File: config.mk
export PLATFORM = sky130hd
export DESIGN_NAME = seg7_display
export DESIGN_NICKNAME = d
export VERILOG_FILES = /design/src/rtl/seg7_display.sv
export SDC_FILE = /design/constraint.sdc
export NUM_CORES = 1
export LEC_CHECK = 0
export CAP_MARGIN = 20
export CORE_AREA = 4 4 41 43
export DETAILED_ROUTE_END_ITERATION = 8
export DIE_AREA = 0 0 45 47
export PLACE_DENSITY = 0.59
export SETUP_SLACK_MARGIN = 0.02
export SLEW_MARGIN = 15
export SYNTH_ARGS = -nofsm -noshare
export SYNTH_HDL_FRONTEND = slang
export SYNTH_SLANG_ARGS = --single-unit
File: constraint.sdc
create_clock -name i_clk -period 2.65 [get_ports i_clk]
set_clock_uncertainty 0.05 [all_clocks]
set_input_delay 0.795 -clock i_clk [delete_from_list [all_inputs] [get_ports i_clk]]
set_output_delay 0.795 -clock i_clk [all_outputs]
set_load 0.05 [all_outputs]
File: src/rtl/seg7_display.sv
// Single-digit hex seven-segment decoder with registered, polarity-selectable segment and DP drive.
// Optional lamp test input is enabled by defining SEG7_DISPLAY_LAMP_TEST_EN.
module seg7_display #(
  parameter int SEG_ACTIVE_LOW = 1
) (
  input  logic       i_clk,
  input  logic       i_rst,
`ifdef SEG7_DISPLAY_LAMP_TEST_EN
  input  logic       i_lamp_test,
`endif
  input  logic [3:0] i_data,
  input  logic       i_dp,
  input  logic       i_blank,
  output logic [6:0] o_seg,
  output logic       o_dp
);

  localparam logic POL_LOW = (SEG_ACTIVE_LOW != 0);

  logic [6:0] w_decoded;
  logic [6:0] w_lit;
  logic       w_ldp;
  logic [6:0] w_pin_seg;
  logic       w_pin_dp;
  logic [6:0] r_seg;
  logic       r_dp;

  // Logical lit pattern {g,f,e,d,c,b,a}; b and d are lower-case glyphs.
  always_comb begin
    w_decoded = '0;
    unique case (i_data)
      4'h0: w_decoded = 7'h3F;
      4'h1: w_decoded = 7'h06;
      4'h2: w_decoded = 7'h5B;
      4'h3: w_decoded = 7'h4F;
      4'h4: w_decoded = 7'h66;
      4'h5: w_decoded = 7'h6D;
      4'h6: w_decoded = 7'h7D;
      4'h7: w_decoded = 7'h07;
      4'h8: w_decoded = 7'h7F;
      4'h9: w_decoded = 7'h6F;
      4'hA: w_decoded = 7'h77;
      4'hB: w_decoded = 7'h7C;
      4'hC: w_decoded = 7'h39;
      4'hD: w_decoded = 7'h5E;
      4'hE: w_decoded = 7'h79;
      4'hF: w_decoded = 7'h71;
      default: w_decoded = '0;
    endcase
  end

  // Override priority: lamp test, then blank, then normal decode.
  always_comb begin
    w_lit = w_decoded;
    w_ldp = i_dp;
    if (i_blank) begin
      w_lit = '0;
      w_ldp = 1'b0;
    end
`ifdef SEG7_DISPLAY_LAMP_TEST_EN
    if (i_lamp_test) begin
      w_lit = '1;
      w_ldp = 1'b1;
    end
`endif
  end

  assign w_pin_seg = w_lit ^ {7{POL_LOW}};
  assign w_pin_dp  = w_ldp ^ POL_LOW;

  always_ff @(posedge i_clk) begin
    if (i_rst) begin
      r_seg <= {7{POL_LOW}};
      r_dp  <= POL_LOW;
    end else begin
      r_seg <= w_pin_seg;
      r_dp  <= w_pin_dp;
    end
  end

  assign o_seg = r_seg;
  assign o_dp  = r_dp;

endmodule

== Yosys cells after proc, flatten, opt, wreduce, memory -nomap -nowiden ==
Memories as Yosys holds them, arrays and structs flattened.
Cells that the tools add are included.

* Flip-flop bits (word level): 8
* Bits in latches: 0
* Bits in writable memories: 0
* Memory bits (read-only): 112
* Input port bits: 8
* Word-level logic and storage cells: 7
* Memories: 1

{| class="wikitable"
|+ Memories
! memory !! words !! width !! rd ports !! clocked after Yosys merged registers in !! wr ports !! RTL line !! text
|-
| (no name shown) || 16 || 7 || 1 || 0 || 0 || 31 || <nowiki>unique case (i_data)</nowiki>
|}

* $add $sub $neg: 0
* Multiply operators: 0
* Divide/modulo/power cells: 0
* Magnitude comparators: 0
* Equal/unequal tests: 0
* Shift-type cells: 0
* Multiplexer cells: 2
* Bitwise operators: 2
* Reductions and logical operators: 0

{| class="wikitable"
|+ Operator list
! kind !! count
|-
| 2-to-1 mux 7 bit || 1
|-
| inverter 7 bit || 1
|-
| 2-to-1 mux 1 bit || 1
|-
| inverter 1 bit || 1
|}

== Logic depth before layout (Yosys ltp) ==
An unclocked memory read counts as a cell.

* Depth in word-level cells: 3
* Depth in mapped cells: 5
* Depth with buffers taken out: 5

== Worst setup path after synthesis ==
Ideal clock, no wire load.

* Kind: input -> register
* From: input i_data[0]
* To: register r_seg[1], in the netlist o_seg[1]
* Library setup time: 0.136 ns
* Arrival time: 1.463 ns
* Data required time: 2.464 ns
* Slack: 1.001 ns
* Cell stages on the path: 5
* Path buffers: 0
* Cells stage by stage: inv_1 ha_1 nand2b_1 a21boi_0 o211ai_1

* Cells in the longest elaborated chain, start to end: 3

{| class="wikitable"
|+ RTL lines
! what !! RTL line !! text
|-
| start: declaration || 11 || <nowiki>input logic [3:0] i_data,</nowiki>
|-
| memory read (16 x 7 bit) || - ||
|-
| 2-to-1 mux 7 bit || 56 || <nowiki>if (i_blank) begin</nowiki>
|-
| inverter 7 bit (no source line) || - ||
|-
| end signal: assignment || 73 || <nowiki>r_seg <= {7{POL_LOW}};</nowiki>
|-
| end signal: assignment || 76 || <nowiki>r_seg <= w_pin_seg;</nowiki>
|-
| end: declaration || 25 || <nowiki>logic [6:0] r_seg;</nowiki>
|}

Every way passes these cells.
A chain may end at the register's enable or synchronous reset.

== Final worst setup path ==
* From: register r_seg[2], in the netlist o_seg[2]
* To: output o_seg[2]

{| class="wikitable"
|+ RTL lines
! what !! RTL line !! text
|-
| end: declaration || 14 || <nowiki>output logic [6:0] o_seg,</nowiki>
|}

No word-level cell between the ends.

==> out/results.ini <==
[pwr]
power.leakage_nw = 0.2544
power_density_mw_per_mm2 = 499.4
power_w = 0.0003062
ir_drop_v = 0.0002001

[die]
die_h_um = 47
initial_utilization = 0.3327
dieArea_mm2 = 0.002115
io_pins = 16
die_width_um = 45
num_rows = 13
coreArea_mm2 = 0.001301

[global_routing]
grt_use_total = 0.09415
antenna_found_initial = 0
overflow = 0
grt_first_pass_wirelength_mm = 1.359
grt_max_degree = 15
grt_pass1_vias = 331

[logic_synthesis]
yosysTopAreaCell = dfxtp_1
ys_seq_area_frac = 0.3699
synth_area_um2 = 432.9
yosys.area.top_type_share = 0.3699
synth_commonest_cells = dfxtp_1, ha_1, o211ai_1
ys_warn_count = 0
syn_nets = 59
ys_ff_latch = 8
synth.most_common_cell = dfxtp_1
yosys.cell_types.count = 18
synthCells = 45
yosys_most_used_dff = dfxtp_1
synth_area_leaders = dfxtp_1, ha_1, o211ai_1
avgSynthCellArea_um2 = 9.620
synthArstFlopShare = 0
synth_edf_count = 0

[clocking]
cts_tree = yes
cts_buffer_depth = 2
clock_sinks = 8
post_cts_buffers = 0
hold_buffers = 0
post_cts_resized = 0
ctsHtreeMaxLevel = 1
cts.reportedPaths.clkPinSlew_ns = 0.06
cts_root_buf = clkbuf_4
cts_made_buffers = 3

[sta]
holdWs_ns = 0.9631
worst_slack_ns = 0.4491
setup_tns_ns = 0
rsz0062_at_grt = no
finalMaxSlewViolations = 0
post-route-period-util = 0.8305
max_slew.worst_pin.slew_ns = 0.4978
finalHoldViolCount = 0
clock.fmax_mhz = 454.4
post-route-min-period_ns = 2.201
setup_violations = 0
relSlewSlack = 0.6671

[routing]
via_per_inst = 5.013
first_pass_iters = 4
initialDrtViolationCount = 7
ant_nets = 0
post-route-drc-count = 0
num_vias = 386
wire_per_inst_um = 11.14
drt-total-wl_um = 858

[hold_path]
whs_endpoint = o_dp
min_path_type = in -> reg
holdCritStartpoint = i_dp
holdPathStages = 2

[final_layout]
area_growth_pct = 41.62
fin_nets = 78
layout-drive-gt1-share = 0.08065
post-route-util = 0.4712
n_antenna_cell = 0

[setup_path]
cp.required_ns = 1.81
worstSetupStartpointType = flip-flop
cpPeakStageDelay_ns = 0.79
crit_buf_inv = 1
crit_type = reg -> out
critPathSlowestCell = clkdlybuf4s50_1
cpLargestDelayFamily = buffers and inverters
crit_fanout = 1
cp_cell_sequence = clkdlybuf4s50_1
end_kind = primary output
cp_data_arrival_time_ns = 1.36

[status]
status = completed

[place]
portBuffers = 15
gp_congestion = 0.7681
dp_hpwl_um = 663
pre_cts_ws_ns = 0.3395

[flow_run]
cap_viol_max_count = 0

[registers in the layout, summed over array words and instances, names as in the netlist]
| name | cells |
|---|---|
| o_dp | 1 |
| o_seg | 7 |
[kinds of logic after synthesis]
logic type	count (synthesis)	synth area share
compound gates	12	0.1936
fa+ha+maj	6	0.1734
buf+inv	4	0.05202
flops	8	0.3699
mux	3	0.06937
simple gates	12	0.1416
[worst max-delay path by stage]
| stage | endpoint | cells after the start | slack (ns) | startpoint |
|---|---|---|---|---|
| after floorplan | o_seg[1] | 5 | 1.00 | i_data[0] |
| after global placement | o_seg[1] | 6 | 0.33 | i_data[0] |
| after detailed placement | o_seg[1] | 6 | 0.34 | i_data[0] |
| after CTS | o_seg[3] | 1 | 0.44 | o_seg[3] |
| after global routing | o_seg[3] | 1 | 0.39 | o_seg[3] |
| final | o_seg[2] | 1 | 0.45 | o_seg[2] |
[area by class of cell]
cell class / instances / area (µm²)
clock buffer: 3 / 22.52
fill: 134 / 688.2
inverter: 3 / 11.26
multi-input combinational: 33 / 250.2
sequential: 8 / 160.2
tap: 15 / 18.77
timing repair buffer: 15 / 150.1
[cells in the final DEF, fill, tap and decap left out, drive strengths merged, types with 3 or more instances in the layout]
master         Yosys  routed
nand2              3       3
clkdlybuf4s50      0      15
nand2b             3       3
nand3              3       3
mux2i              3       3
inv                3       3
clkbuf             0       3
o21ai              3       3
dfxtp              8       8
o211ai             5       5
ha                 6       6
[power by group]
part	switching, W	internal [W]
logic	0.0000486	0.0000326
registers	0.00000142	0.000127
clock network	0.0000443	0.0000520
[layer usage]
layer,vias to the layer above,wire (µm),global-route usage
met5,-,0,0
met1,169,372,0.1119
met4,0,31,0.1228
li1,192,-,-
met2,21,360,0.1299
met3,4,94,0.01149
[per-stage QoR]
step                      instances  area [µm²]
after detailed placement         74       590.6
final                            77       613.1
after global routing             77       613.1
after floorplan                  45       432.9
after global placement           74       590.6
after CTS                        77       613.1
(Power assumes the default switching activity.)
